**src/rtl/inst_loader_if.sv**
```systemverilog
// Bundles the loader's host byte link, instruction-memory write port and pipeline controls.
// The loader uses the slave modport; the host/bench side uses master.
`timescale 1ns/1ps
interface inst_loader_if #(
  parameter int unsigned NB_DATA   = 32,
  parameter int unsigned NB_BYTE   = 8,
  parameter int unsigned NB_ADDR   = 32,
  parameter int unsigned MAX_WORDS = 64
);
  localparam int unsigned CW = $clog2(MAX_WORDS + 1);

  logic               i_start;
  logic               i_byte_valid;
  logic [NB_BYTE-1:0] i_byte;
  logic               o_byte_ready;
  logic               o_we_IF;
  logic [NB_ADDR-1:0] o_inst_addr;
  logic [NB_DATA-1:0] o_instruction_data;
  logic               o_cpu_rst_n;
  logic               o_halt;
  logic               o_done;
  logic               o_error;
  logic [CW-1:0]      o_word_count;

  modport slave (
    input  i_start, i_byte_valid, i_byte,
    output o_byte_ready, o_we_IF, o_inst_addr, o_instruction_data,
    output o_cpu_rst_n, o_halt, o_done, o_error, o_word_count
  );

  modport master (
    output i_start, i_byte_valid, i_byte,
    input  o_byte_ready, o_we_IF, o_inst_addr, o_instruction_data,
    input  o_cpu_rst_n, o_halt, o_done, o_error, o_word_count
  );
endinterface

```
**src/rtl/inst_loader.sv**
```systemverilog
// Program loader: packs link bytes into words, writes them until HALT, then pulses pipeline reset.
// Optional trailing checksum byte is enabled by defining LOADER_CHECKSUM_EN.
`timescale 1ns/1ps
module inst_loader #(
  parameter int unsigned        NB_DATA    = 32,
  parameter int unsigned        NB_BYTE    = 8,
  parameter int unsigned        NB_ADDR    = 32,
  parameter logic [NB_ADDR-1:0] START_ADDR = '0,
  parameter int unsigned        ADDR_STEP  = 4,
  parameter int unsigned        MAX_WORDS  = 64,
  parameter logic [NB_DATA-1:0] HALT_WORD  = '1,
  parameter int unsigned        RST_CYCLES = 2
) (
  input logic          clk,
  input logic          i_rst_n,
  inst_loader_if.slave bus
);

  localparam int unsigned BPW = NB_DATA / NB_BYTE;
  localparam int unsigned IW  = (BPW > 1) ? $clog2(BPW) : 1;
  localparam int unsigned CW  = $clog2(MAX_WORDS + 1);
  localparam int unsigned RW  = (RST_CYCLES > 1) ? $clog2(RST_CYCLES) : 1;

  typedef enum logic [2:0] {
    StIdle,
    StLoad,
    StWrite,
`ifdef LOADER_CHECKSUM_EN
    StCheck,
`endif
    StRstp,
    StRun,
    StError
  } state_e;

  state_e             state_q, state_d;
  logic [IW-1:0]      idx_q, idx_d;
  logic [NB_DATA-1:0] data_q, data_d;
  logic [NB_ADDR-1:0] addr_q, addr_d;
  logic [CW-1:0]      count_q, count_d;
  logic [RW-1:0]      rst_cnt_q, rst_cnt_d;
`ifdef LOADER_CHECKSUM_EN
  logic [NB_BYTE-1:0] sum_q, sum_d;
`endif

  logic byte_ready_q, we_q, cpu_rst_n_q, halt_q, done_q, error_q;
  logic accept;

  assign accept = bus.i_byte_valid & byte_ready_q;

  always_comb begin
    state_d   = state_q;
    idx_d     = idx_q;
    data_d    = data_q;
    addr_d    = addr_q;
    count_d   = count_q;
    rst_cnt_d = rst_cnt_q;
`ifdef LOADER_CHECKSUM_EN
    sum_d     = sum_q;
`endif
    unique case (state_q)
      StIdle, StRun, StError: begin
        if (bus.i_start) begin
          state_d = StLoad;
          addr_d  = START_ADDR;
          count_d = '0;
          idx_d   = '0;
`ifdef LOADER_CHECKSUM_EN
          sum_d   = '0;
`endif
        end
      end
      StLoad: begin
        if (accept) begin
          // Shifting left leaves the first byte of the word in the top lane.
          data_d = (data_q << NB_BYTE) | NB_DATA'(bus.i_byte);
`ifdef LOADER_CHECKSUM_EN
          sum_d  = sum_q + bus.i_byte;
`endif
          if (idx_q == IW'(BPW - 1)) begin
            idx_d   = '0;
            state_d = (count_q == CW'(MAX_WORDS)) ? StError : StWrite;
          end else begin
            idx_d = idx_q + 1'b1;
          end
        end
      end
      StWrite: begin
        addr_d  = addr_q + NB_ADDR'(ADDR_STEP);
        count_d = count_q + 1'b1;
        if (data_q == HALT_WORD) begin
          rst_cnt_d = '0;
`ifdef LOADER_CHECKSUM_EN
          state_d   = StCheck;
`else
          state_d   = StRstp;
`endif
        end else begin
          state_d = StLoad;
        end
      end
`ifdef LOADER_CHECKSUM_EN
      StCheck: begin
        if (accept) begin
          rst_cnt_d = '0;
          state_d   = (bus.i_byte == sum_q) ? StRstp : StError;
        end
      end
`endif
      StRstp: begin
        if (rst_cnt_q == RW'(RST_CYCLES - 1)) begin
          state_d = StRun;
        end else begin
          rst_cnt_d = rst_cnt_q + 1'b1;
        end
      end
      default: state_d = StIdle;
    endcase
  end

  always_ff @(posedge clk or negedge i_rst_n) begin
    if (!i_rst_n) begin
      state_q      <= StIdle;
      idx_q        <= '0;
      data_q       <= '0;
      addr_q       <= START_ADDR;
      count_q      <= '0;
      rst_cnt_q    <= '0;
      byte_ready_q <= 1'b0;
      we_q         <= 1'b0;
      cpu_rst_n_q  <= 1'b0;
      halt_q       <= 1'b1;
      done_q       <= 1'b0;
      error_q      <= 1'b0;
    end else begin
      state_q      <= state_d;
      idx_q        <= idx_d;
      data_q       <= data_d;
      addr_q       <= addr_d;
      count_q      <= count_d;
      rst_cnt_q    <= rst_cnt_d;
      // Outputs are decoded from the next state so they are flops aligned with the state.
`ifdef LOADER_CHECKSUM_EN
      byte_ready_q <= (state_d == StLoad) || (state_d == StCheck);
`else
      byte_ready_q <= (state_d == StLoad);
`endif
      we_q         <= (state_d == StWrite);
      cpu_rst_n_q  <= (state_d == StRun);
      halt_q       <= (state_d != StRun);
      done_q       <= (state_d == StRun);
      error_q      <= (state_d == StError);
    end
  end

`ifdef LOADER_CHECKSUM_EN
  always_ff @(posedge clk or negedge i_rst_n) begin
    if (!i_rst_n) begin
      sum_q <= '0;
    end else begin
      sum_q <= sum_d;
    end
  end
`endif

  assign bus.o_byte_ready       = byte_ready_q;
  assign bus.o_we_IF            = we_q;
  assign bus.o_inst_addr        = addr_q;
  assign bus.o_instruction_data = data_q;
  assign bus.o_cpu_rst_n        = cpu_rst_n_q;
  assign bus.o_halt             = halt_q;
  assign bus.o_done             = done_q;
  assign bus.o_error            = error_q;
  assign bus.o_word_count       = count_q;

endmodule

```
**src/flat_wrapper.sv**
```systemverilog
// flat-port wrapper written by rule: the top's interface ports become plain ports
module inst_loader_flat 
#(
  parameter int unsigned        NB_DATA    = 32,
  parameter int unsigned        NB_BYTE    = 8,
  parameter int unsigned        NB_ADDR    = 32,
  parameter logic [NB_ADDR-1:0] START_ADDR = '0,
  parameter int unsigned        ADDR_STEP  = 4,
  parameter int unsigned        MAX_WORDS  = 64,
  parameter logic [NB_DATA-1:0] HALT_WORD  = '1,
  parameter int unsigned        RST_CYCLES = 2
)
  (clk, i_rst_n, bus_i_start, bus_i_byte_valid, bus_i_byte, bus_o_byte_ready, bus_o_we_IF, bus_o_inst_addr, bus_o_instruction_data, bus_o_cpu_rst_n, bus_o_halt, bus_o_done, bus_o_error, bus_o_word_count);
  inst_loader_if #(.NB_DATA(NB_DATA), .NB_BYTE(NB_BYTE), .NB_ADDR(NB_ADDR), .MAX_WORDS(MAX_WORDS)) bus_i ();
  input logic clk;
  input logic i_rst_n;
  input wire logic [$bits(bus_i.i_start)-1:0] bus_i_start;
  input wire logic [$bits(bus_i.i_byte_valid)-1:0] bus_i_byte_valid;
  input wire logic [$bits(bus_i.i_byte)-1:0] bus_i_byte;
  output wire logic [$bits(bus_i.o_byte_ready)-1:0] bus_o_byte_ready;
  output wire logic [$bits(bus_i.o_we_IF)-1:0] bus_o_we_IF;
  output wire logic [$bits(bus_i.o_inst_addr)-1:0] bus_o_inst_addr;
  output wire logic [$bits(bus_i.o_instruction_data)-1:0] bus_o_instruction_data;
  output wire logic [$bits(bus_i.o_cpu_rst_n)-1:0] bus_o_cpu_rst_n;
  output wire logic [$bits(bus_i.o_halt)-1:0] bus_o_halt;
  output wire logic [$bits(bus_i.o_done)-1:0] bus_o_done;
  output wire logic [$bits(bus_i.o_error)-1:0] bus_o_error;
  output wire logic [$bits(bus_i.o_word_count)-1:0] bus_o_word_count;
  assign bus_i.i_start = bus_i_start;
  assign bus_i.i_byte_valid = bus_i_byte_valid;
  assign bus_i.i_byte = bus_i_byte;
  assign bus_o_byte_ready = bus_i.o_byte_ready;
  assign bus_o_we_IF = bus_i.o_we_IF;
  assign bus_o_inst_addr = bus_i.o_inst_addr;
  assign bus_o_instruction_data = bus_i.o_instruction_data;
  assign bus_o_cpu_rst_n = bus_i.o_cpu_rst_n;
  assign bus_o_halt = bus_i.o_halt;
  assign bus_o_done = bus_i.o_done;
  assign bus_o_error = bus_i.o_error;
  assign bus_o_word_count = bus_i.o_word_count;
  inst_loader #(.NB_DATA(NB_DATA), .NB_BYTE(NB_BYTE), .NB_ADDR(NB_ADDR), .START_ADDR(START_ADDR), .ADDR_STEP(ADDR_STEP), .MAX_WORDS(MAX_WORDS), .HALT_WORD(HALT_WORD), .RST_CYCLES(RST_CYCLES)) u_core (.clk(clk), .i_rst_n(i_rst_n), .bus(bus_i));
endmodule
```
**config.mk**
```make
export PLATFORM = sky130hd
export DESIGN_NAME = inst_loader_flat
export DESIGN_NICKNAME = d
export VERILOG_FILES = /design/src/rtl/inst_loader_if.sv /design/src/rtl/inst_loader.sv /design/src/flat_wrapper.sv
export SDC_FILE = /design/constraint.sdc
export NUM_CORES = 1
export LEC_CHECK = 0
export ABC_AREA = 1
export BUFFER_PORTS_ARGS = -buffer_cell sky130_fd_sc_hd__buf_2
export CORE_MARGIN = 2
export CORE_UTILIZATION = 55
export DETAILED_ROUTE_END_ITERATION = 8
export PLACE_DENSITY = 0.8
export RECOVER_POWER = 25
export SETUP_SLACK_MARGIN = 0.4
export SLEW_MARGIN = 20
export SYNTH_ARGS = -nofsm -noshare
export SYNTH_HDL_FRONTEND = slang
export SYNTH_SLANG_ARGS = --single-unit
```
**constraint.sdc**
```tcl
create_clock -name clk -period 1.9 [get_ports clk]
set_input_delay 0.19 -clock clk [delete_from_list [all_inputs] [get_ports clk]]
set_output_delay 0.19 -clock clk [all_outputs]
set_load 0.01 [all_outputs]
```
# Yosys cells after proc, flatten, opt, wreduce, memory -nomap -nowiden
# Index checks and enable logic that the tools add are counted.
[op_classes]
add_sub_neg = 4
n_mul = 0
div_mod_pow = 0
magnitude_cmp = 0
eq_ne = 16
shift = 0
n_mux = 18
bitwise = 2
reduce_logical = 9
[ops]
columns = ["op", "count"]
rows = [
  ["$pmux W32 S2", 1],
  ["$add A32 B3 Y32 const B", 1],
  ["$eq A32 B32 Y1 const B", 1],
  ["$mux W32", 1],
  ["$or A32 B8 Y32", 1],
  ["$mux W3", 5],
  ["$pmux W7 S2", 1],
  ["$eq A3 B3 Y1 const B", 4],
  ["$pmux W3 S4", 1],
  ["$eq A3 B2 Y1 const B", 3],
  ["$mux W2", 4],
  ["$add A7 B1 Y7 const B", 1],
  ["$eq A7 B7 Y1 const B", 1],
  ["$mux W7", 1],
  ["$eq A3 B1 Y1 const B", 2],
  ["$reduce_and A2 Y1", 3],
  ["$reduce_bool A2 Y1", 3],
  ["$ne A2 B1 Y1 const B", 2],
  ["$pmux W2 S2", 1],
  ["$logic_not A3 Y1", 1],
  ["$ne A3 B3 Y1 const B", 1],
  ["$reduce_and A3 Y1", 1],
  ["$reduce_or A3 Y1", 1],
  ["$add A2 B1 Y2 const B", 1],
  ["other kinds (6)", 7],
]
[totals]
regBits = 82
latchBits = 0
ramBits = 0
rom_bits = 0
in_bits = 12
out_inout_bits = 77
elab_cells = 60
n_memories = 0

# Logic depth before layout (Yosys ltp)
# Gate-level depths: netlist of the first run.
[logic_depth]
word_depth = 6
depth_mapped = 11
depth_no_buf = 11

# Least setup slack after synthesis of the first run
# Ideal clock, no wire load.
[synth_timing]
path_type = "register -> register"
startpoint = "register u_core.addr_q[3], in the netlist u_core.bus.o_inst_addr[3]"
endpoint = "register u_core.addr_q[22], in the netlist u_core.bus.o_inst_addr[22]"
setup_time_ps = 117
arrival_ps = 1358
required_ps = 1783
setup_slack_ps = 425
path_stages_with_launch = 9
n_path_buf = 0
synth_period_minus_slack_ps = 1475
path_cell_list = "dfrtp_1 -> ha_1 -> nand2_1 -> nor2_4 -> nand2_2 -> nor2_1 -> nand3_1 -> o21ai_1 -> inv_1"
[synth_via]
elab_chain_cells = 2
[synth_lines]
columns = ["element", "line_no", "text"]
rows = [
  ["start: declaration", "inst_loader.sv:39", "logic [NB_ADDR-1:0] addr_q, addr_d;"],
  ["start signal: assignment", "inst_loader.sv:139", "addr_q <= addr_d;"],
  ["$add A32 B3 Y32", "inst_loader.sv:89", "addr_d = addr_q + NB_ADDR'(ADDR_STEP);"],
  ["$pmux W32 S2", "inst_loader.sv:61", "unique case (state_q)"],
]
# Every way passes these cells.
# A chain may end at the register's enable or synchronous reset.

# Worst setup path in the final report of the first run
[layout_timing]
startpoint = "register u_core.addr_q[5], in the netlist u_core.bus.o_inst_addr[5]"
endpoint = "register u_core.addr_q[23], in the netlist u_core.bus.o_inst_addr[23]"
# Same word-level chain as after synthesis.

==> flow_metrics.env, run 1 <==
export IMPL_status="completed"
export IMPL_syn_cell_area_um2=4141
export IMPL_reg2reg_from="u_core.bus.o_inst_addr[5]"
export IMPL_drc_errors=0
export IMPL_gp_congestion=0.9117
export IMPL_cap_violations=0
export IMPL_hold_viol=0
export IMPL_postPlaceCellArea_um2=4644
export IMPL_setup_tns_ps=0
export IMPL_layout_common_cells="nand2_1, buf_2, dfrtp_1"
export IMPL_rows=31
export IMPL_viasPerCell=5.236
export IMPL_vias=4042
export IMPL_drt_iter0_drc=365
export IMPL_grt_max_degree=65
export IMPL_antenna_found_initial=0
export IMPL_p_leak_nw=2.632
export IMPL_worst_ep_arrival_time_ps=1670
export IMPL_nFillCells=566
export IMPL_firstDrtPassIters=7
export IMPL_synth_seq_cells=80
export IMPL_htree_levels=3
export IMPL_nets=684
export IMPL_tightest_slew_ps=1024
export IMPL_path_cells="nand2_2 > nor2_4 > nand2_1 > nor2_4 > nand3_1 > nand2_1 > o21ai_1"
export IMPL_dp_hpwl_um=7078
export IMPL_wl_per_cell_um=13.87
export IMPL_crit_buf_inv=0
export IMPL_stdcell_count=772
export IMPL_cp_data_required_time_ps=2130
export IMPL_grt_pass1_wl_um=17060
export IMPL_setup_viol=0
export IMPL_clk_path_buf_depth=2
export IMPL_cp_slowest_cell="dfrtp_2"
export IMPL_crit_path_start_kind="flop"
export IMPL_crit_type="flop to flop"
export IMPL_design_area_um2=5273
export IMPL_placedCellCount=731
export IMPL_ys_warn_count=0
export IMPL_timing_final_crit_share=0.7546
export IMPL_drive_gt1_frac=0.2883
export IMPL_grt_overflow=0
export IMPL_root_buffer="clkbuf_8"
export IMPL_relSlewSlack=0.3172
export IMPL_async_reset_ff_frac=1.000
export IMPL_critPathMaxStageDelay_ps=430
export IMPL_syn_inst=555
export IMPL_crit_path_start="u_core.bus.o_inst_addr[5]"
export IMPL_wl_um=10710
export IMPL_cp_top_family="simple AND/OR/NAND/NOR gates"
export IMPL_pin_count=89
export IMPL_layout_commonest_cell="nand2_1"
export IMPL_hold_slack_ps=67.50
export IMPL_core_area_um2=7253
export IMPL_synthDistinctLibCells=33
export IMPL_finalCriticalPeriod_ps=1434
export IMPL_ir_drop_mv=1.033
export IMPL_p_total_mw=6.075
export IMPL_cts_tree="built"
export IMPL_ant_nets=0
export IMPL_insertedDiodeCount=0
export IMPL_port_buffers=86
export IMPL_start_util=0.5710
export IMPL_die_h_um=90.78
export IMPL_numCtsBuffers=9
export IMPL_avgSynthCellArea_um2=7.462
export IMPL_die_area_um2=8240
export IMPL_synth_edff_count=0
export IMPL_endpoint_kind="flop"
export IMPL_synth_ff_type="dfrtp_1"
export IMPL_drv_slew=0
export IMPL_track_usage=0.2509
export IMPL_area_growth_pct=27.31
export IMPL_grt_pass1_vias=3692
export IMPL_cp_max_fo=6
export IMPL_min_from="bus_i_byte[0]"
export IMPL_cts_clk_slew_worst_paths_ps=90
export IMPL_worst_clock_skew_ps=12.91
export IMPL_maxClockFrequency_ghz=0.6974
export IMPL_ys_seq_area_frac=0.4837
export IMPL_rsz0062_at_grt="yes"
export IMPL_die_w_um=90.78
export IMPL_clock_sinks=80
export IMPL_p_per_area_nw_per_um2=1152
export IMPL_worstHoldPathType="input port to flop"
export IMPL_clk_latency_ps=360
sequential cells by signal, indices dropped and copies added, names as in the netlist, 2 cells and up:
name                           flops
u_core.bus.o_instruction_data     32
u_core.bus.o_inst_addr            30
u_core.bus.o_word_count            7
u_core.state_q                     3
u_core.idx_q                       2
synth_stat cells, types with 3 or more instances:
| cell | instances | area share |
|---|---|---|
| ha_1 | 4 | 0.012 |
| inv_1 | 71 | 0.064 |
| nor2_4 | 4 | 0.011 |
| nand4_1 | 7 | 0.011 |
| nand3b_1 | 4 | 0.0073 |
| buf_2 | 4 | 0.0048 |
| buf_6 | 4 | 0.011 |
| nand2_2 | 5 | 0.0076 |
| a21oi_1 | 19 | 0.023 |
| nor2_1 | 79 | 0.072 |
| inv_2 | 3 | 0.0027 |
| nand3_1 | 36 | 0.044 |
| nand2_1 | 159 | 0.14 |
| dfrtp_1 | 79 | 0.48 |
| a22oi_1 | 3 | 0.0054 |
| o21ai_1 | 15 | 0.018 |
| o21ai_0 | 32 | 0.039 |
| buf_4 | 4 | 0.0073 |
| nor3_1 | 4 | 0.0048 |
cell type report:
class	count	area, um2	area share
flip-flops and latches	80	2016	0.3823
multi-input cells	387	1941	0.3681
repair buffers	116	701.9	0.1331
inverters	74	280.3	0.05316
clock buffers	9	123.9	0.02349
well taps	99	123.9	0.02349
clock inverters	7	86.33	0.01637
stage by stage:
| step | utilization | setup slack (ps) |
|---|---|---|
| floorplan | - | 424.8 |
| global placement | 0.6403 | 383.4 |
| detailed placement | 0.6403 | 310.4 |
| CTS | 0.6812 | 376.6 |
| global route | 0.7269 | 354.5 |
| finish | 0.7269 | 466.2 |
what timing repair did:
| item | in CTS | in global routing |
|---|---|---|
| hold endpoints to repair | 37 | 0 |
| pin swaps | 3 | 15 |
| resized for setup | 13 | 57 |
| setup endpoints to repair | 50 | 66 |
| hold buffers | 1 | 0 |
| setup buffers | 4 | 18 |
| cloned | 0 | 2 |
cells by family (layout without fill, tap and decap cells):
logic type / Yosys count / count (layout) / share of synthesized area
fa+ha+maj: 4 / 4 / 0.01209
flops: 80 / 80 / 0.4837
buf+inv: 89 / 206 / 0.09305
other cells: 1 / 2 / 0.0009055
simple gates: 306 / 306 / 0.3145
compound gates: 75 / 75 / 0.09577
worst reg2reg max path, delay by kind of cell (launching register included):
family           cells  cell delay, ps
flip-flops           1             430
AND/OR/NAND/NOR      6             820
AO/OA/AOI/OAI        1              60
metal layers:
metal | global-route usage | vias to the layer above | wire length (um)
met5 | 0 | - | 0
met1 | 0.3473 | 1863 | 4481
li1 | - | 1978 | -
met3 | 0.03756 | 22 | 733
met2 | 0.4024 | 179 | 5258
met4 | 0.09470 | 0 | 232
worst paths after layout:
| path | to | slack, ps | depth (start not counted) |
|---|---|---|---|
| max in group asynchronous | u_core.bus.o_halt | 530 | 3 |
| max | u_core.bus.o_inst_addr[23] | 470 | 7 |
| max reg2reg | u_core.bus.o_inst_addr[23] | 470 | 7 |
| min reg2reg | u_core.bus.o_instruction_data[27] | 530 | 2 |
| min | u_core.bus.o_instruction_data[0] | 70 | 3 |
| min in group asynchronous | u_core.bus.o_word_count[0] | 530 | 2 |
report_power, final:
| part | leakage, nW | internal, mW | total, mW | switching [mW] |
|---|---|---|---|---|
| clock network | 0.104 | 0.637 | 1.34 | 0.706 |
| registers | 1.00 | 2.18 | 2.62 | 0.442 |
| logic | 1.53 | 0.867 | 2.12 | 1.25 |
| total | 2.63 | 3.68 | 6.08 | 2.40 |
Power figures use the tool's default switching activity.
==> run 2, diff against run 1 <==
--- a/config.mk
+++ b/config.mk
@@ -5,10 +5,10 @@
 export SDC_FILE = /design/constraint.sdc
 export NUM_CORES = 1
 export LEC_CHECK = 0
-export ABC_AREA = 1
+export ABC_AREA = 0
 export BUFFER_PORTS_ARGS = -buffer_cell sky130_fd_sc_hd__buf_2
 export CORE_MARGIN = 2
-export CORE_UTILIZATION = 55
+export CORE_UTILIZATION = 54
 export DETAILED_ROUTE_END_ITERATION = 8
 export PLACE_DENSITY = 0.8
 export RECOVER_POWER = 25
==> constraint.sdc (replaced) <==
create_clock -name clk -period 1.5 [get_ports clk]
set_input_delay 0.15 -clock clk [delete_from_list [all_inputs] [get_ports clk]]
set_output_delay 0.15 -clock clk [all_outputs]
set_load 0.01 [all_outputs]
==> flow_metrics.env, run 2 <==
export IMPL_status="stopped before the end"
export IMPL_haltStage="global routing (5_1_grt)"
export IMPL_tool_error="[ERROR DPL-0038] Utilization greater than 100%, impossible to legalize"
export IMPL_yosys_top_cells_count="nand2_1, dfrtp_1, nand4_1"
export IMPL_synth_ff_type="dfrtp_1"
export IMPL_synth_top_area_frac=0.5247
export IMPL_clk_path_buf_depth=2
export IMPL_start_util=0.5576
export IMPL_root_buffer="clkbuf_8"
export IMPL_async_reset_ff_frac=1.000
export IMPL_ys_seq_area_frac=0.5317
export IMPL_gp_congestion=0.8314
export IMPL_synthDistinctLibCells=45
export IMPL_syn_inst=405
export IMPL_syn_cell_area_um2=3767
export IMPL_preCtsSetupSlack_ps=-299.3
export IMPL_pin_count=89
export IMPL_endpoint_type="register input"
export IMPL_synth_largest_area_cell="dfrtp_1"
export IMPL_numCtsBuffers=9
export IMPL_crit_endpoint="u_core.bus.o_inst_addr[24]$_DFFE_PN0P_/D"
export IMPL_synth_edff_count=0
export IMPL_die_h_um=87.53
export IMPL_grt_max_degree=43
export IMPL_ys_warn_count=0
export IMPL_clock_sinks=80
export IMPL_htree_levels=3
export IMPL_rows=30
export IMPL_yosysMostFrequentCell="nand2_1"
export IMPL_synth_area_leaders="dfrtp_1, nand2_1, mux2i_1"
export IMPL_synth_seq_cells=80
export IMPL_avgSynthCellArea_um2=9.302
export IMPL_dp_hpwl_um=6858
export IMPL_port_buffers=86
export IMPL_die_w_um=87.53
==> run 2: changes by cell type after synthesis, moves of 14 or more <==
cell	delta
nor2_1	-70
mux2i_1	+19
nand3_1	-17
nand4_1	+15
o21ai_0	-17
inv_1	-64
nand2_1	-27
a21oi_1	-14
==> run 2: per-stage QoR <==
step           hold WS [ps]    util  setup TNS (ps)  instances  instance area, um2
4_1_cts               272.0  0.8763           -7141        667                5921
3_5_place_dp          117.9  0.7233           -6189        615                4887
3_3_place_gp          115.5  0.7233           -4168        615                4887
2_1_floorplan        -145.6       -           -8385        406                3976
==> run 2: cells by family after synthesis <==
family,count (synthesis),synth area share
muxes,19,0.05048
other,1,0.0009954
and+or+nand+nor,226,0.2893
xor gates and xnor gates,1,0.002325
adders and majority gates,4,0.01329
AOI/OAI and AO/OA,44,0.07274
buffers and inverters,30,0.03919
DFF,80,0.5317
==> run 2: timing repair <==
item | CTS
setup buffers | 21
gates cloned | 6
pin swaps | 16
setup endpoints to repair | 117
resized for setup | 99
hold buffers | 9
hold endpoints to repair | 37
==> run 3, diff against run 2 <==
--- a/config.mk
+++ b/config.mk
@@ -8,11 +8,10 @@
 export ABC_AREA = 0
 export BUFFER_PORTS_ARGS = -buffer_cell sky130_fd_sc_hd__buf_2
 export CORE_MARGIN = 2
-export CORE_UTILIZATION = 54
+export CORE_UTILIZATION = 40
 export DETAILED_ROUTE_END_ITERATION = 8
-export PLACE_DENSITY = 0.8
+export PLACE_DENSITY_LB_ADDON = 0.15
 export RECOVER_POWER = 25
-export SETUP_SLACK_MARGIN = 0.4
 export SLEW_MARGIN = 20
 export SYNTH_ARGS = -nofsm -noshare
 export SYNTH_HDL_FRONTEND = slang
==> flow_metrics.env, run 3 <==
export IMPL_status="finished, violations left"
export IMPL_violations="setup timing"
export IMPL_multi_input_area_um2=2236
export IMPL_cts_tree="built"
export IMPL_clk_path_buf_depth=2
export IMPL_die_area_um2=10210
export IMPL_reg2reg_from="u_core.state_q[1]"
export IMPL_drc_errors=0
export IMPL_synth_seq_cells=80
export IMPL_timing_final_crit_share=1.131
export IMPL_finalCriticalPeriod_ps=1697
export IMPL_crit_type="flop to flop"
export IMPL_nets=599
export IMPL_worst_ep_arrival_time_ps=1980
export IMPL_cp_data_required_time_ps=1780
export IMPL_start_util=0.4097
export IMPL_drive_gt1_frac=0.5306
export IMPL_nFillCells=726
export IMPL_crit_path_start="u_core.state_q[1]"
export IMPL_drv_slew=0
export IMPL_wl_um=10840
export IMPL_cp_slowest_cell="dfrtp_1"
export IMPL_maxClockFrequency_ghz=0.5894
export IMPL_worstHoldPathType="input port to flop"
export IMPL_crit_path_start_kind="flop"
export IMPL_cap_violations=0
export IMPL_firstDrtPassIters=4
export IMPL_r2r_end="u_core.bus.o_halt"
export IMPL_root_buffer="clkbuf_8"
export IMPL_area_growth_pct=61.77
export IMPL_yosysMostFrequentCell="nand2_1"
export IMPL_grt_max_degree=33
export IMPL_synth_area_leaders="dfrtp_1, nand2_1, mux2i_1"
export IMPL_grt_pass1_wl_um=16280
export IMPL_hold_viol=0
export IMPL_numCtsBuffers=9
export IMPL_rsz0062_at_grt="yes"
export IMPL_setup_ws_ps=-196.6
export IMPL_track_usage=0.2023
export IMPL_vias=3622
export IMPL_async_reset_ff_frac=1.000
export IMPL_critPathMaxStageDelay_ps=430
export IMPL_synth_largest_area_cell="dfrtp_1"
export IMPL_syn_cell_area_um2=3767
export IMPL_ys_warn_count=0
export IMPL_avgSynthCellArea_um2=9.302
export IMPL_largest_register_ffs=32
export IMPL_postPlaceCellArea_um2=4933
export IMPL_synth_edff_count=0
export IMPL_clock_sinks=80
export IMPL_port_buffers=86
export IMPL_r2r_slack_ps=-200
export IMPL_gp_congestion=0.8207
export IMPL_cp_max_fo=6
export IMPL_cts_clk_slew_worst_paths_ps=90
export IMPL_seqCellArea_um2=2011
export IMPL_rows=35
export IMPL_grt_pass1_vias=3350
export IMPL_pin_count=89
export IMPL_insertedDiodeCount=0
export IMPL_p_leak_nw=3.188
export IMPL_synth_ff_type="dfrtp_1"
export IMPL_htree_levels=3
export IMPL_antenna_found_initial=0
export IMPL_core_area_um2=9196
export IMPL_path_cells="buf_6 > or3_4 > a32oi_2 > inv_2 > or3b_1"
export IMPL_worst_clock_skew_ps=15.57
export IMPL_drt_iter0_drc=128
export IMPL_clk_latency_ps=360
export IMPL_dp_hpwl_um=6958
export IMPL_die_h_um=101.1
export IMPL_grt_overflow=0
export IMPL_critPathCapture="u_core.bus.o_halt"
export IMPL_r2r_cells=5
export IMPL_tightest_slew_ps=836.1
export IMPL_p_per_area_nw_per_um2=1545
export IMPL_relSlewSlack=0.4426
export IMPL_setup_viol=61
export IMPL_yosys_top_cells_count="nand2_1, dfrtp_1, nand4_1"
export IMPL_ir_drop_mv=1.134
export IMPL_design_area_um2=6095
export IMPL_endpoint_kind="flop"
export IMPL_setup_tns_ps=-5896
export IMPL_ant_nets=0
export IMPL_synth_top_area_frac=0.5247
export IMPL_ys_seq_area_frac=0.5317
export IMPL_layout_commonest_cell="buf_2"
export IMPL_wl_per_cell_um=15.51
export IMPL_die_w_um=101.1
export IMPL_layout_common_cells="buf_2, nand2_1, dfrtp_1"
export IMPL_syn_inst=405
export IMPL_synthDistinctLibCells=45
export IMPL_viasPerCell=5.182
run 3: cell counts after synthesis:
No cell type changed its count.
run 3: worst min-delay path by stage:
stage / from / end / slack [ps] / depth (start not counted)
3_5_place_dp: i_rst_n / u_core.bus.o_inst_addr[4] / 130 / 1
5_1_grt: bus_i_byte_valid / u_core.idx_q[0] / 280 / 3
4_1_cts: bus_i_byte_valid / u_core.idx_q[0] / 160 / 3
3_3_place_gp: i_rst_n / u_core.bus.o_inst_addr[4] / 130 / 1
6_report: bus_i_byte_valid / u_core.idx_q[0] / 270 / 3
2_1_floorplan: i_rst_n / u_core.bus.o_byte_ready / -150 / 0
run 3: kinds of logic (layout without fill, tap and decap cells):
logic type,after synthesis,after routing,synth area share
AND/OR/NAND/NOR,226,226,0.2893
flip-flops,80,80,0.5317
AO/OA/AOI/OAI,44,44,0.07274
buffers and inverters,30,212,0.03919
multiplexers,19,19,0.05048
adder cells (fa/ha/maj),4,4,0.01329
other,1,2,0.0009954
XOR/XNOR,1,1,0.002325
run 3: timing repair:
| action | 4_1_cts | 5_1_grt |
|---|---|---|
| hold buffers | 9 | 0 |
| gates resized for setup | 33 | 126 |
| cloned | 1 | 6 |
| setup endpoints to repair | 72 | 73 |
| pin swaps | 10 | 74 |
| buffers inserted | 9 | 7 |
| hold endpoints to repair | 37 | 0 |
run 3: routing by layer:
layer  track usage  vias up  wire (um)
met1        0.2769     1767       4908
li1              -     1778          -
met4       0.05925        0        142
met2        0.3281       66       5448
met5             0        -          0
met3       0.03814       11        343
run 3: critical path, delay by kind of cell, from the launching register on:
kind            cells  cell delay [ps]
simple gates        2              720
flops               1              430
compound gates      1              250
buf+inv             2              240
run 3: layout make-up:
| type | instances | share of cell area |
|---|---|---|
| tap | 111 | 0.02279 |
| clock buffer | 10 | 0.02258 |
| sequential | 80 | 0.3299 |
| inverter | 7 | 0.004311 |
| multi-input combinational | 296 | 0.3669 |
| clock inverter | 6 | 0.01232 |
| timing repair buffer | 189 | 0.2412 |
run 3: power breakdown:
| part | switching [mW] | internal (mW) |
|---|---|---|
| sequential | 0.599 | 2.69 |
| clock | 0.879 | 0.841 |
| combinational | 2.21 | 2.20 |
run 3: stage by stage:
| stage | power [mW] | hold WS (ps) | worst slack, ps | instances | util |
|---|---|---|---|---|---|
| 3_3_place_gp | 5.800 | 128.0 | -204.1 | 653 | 0.5365 |
| 2_1_floorplan | 4.496 | -145.6 | -244.8 | 406 | - |
| 3_5_place_dp | 5.871 | 126.0 | -221.3 | 653 | 0.5365 |
| 6_report | 9.415 | 265.0 | -196.6 | 699 | 0.6627 |
| 4_1_cts | 8.042 | 164.1 | -219.0 | 688 | 0.5931 |
| 5_1_grt | 9.962 | 284.7 | -275.5 | 699 | 0.6627 |
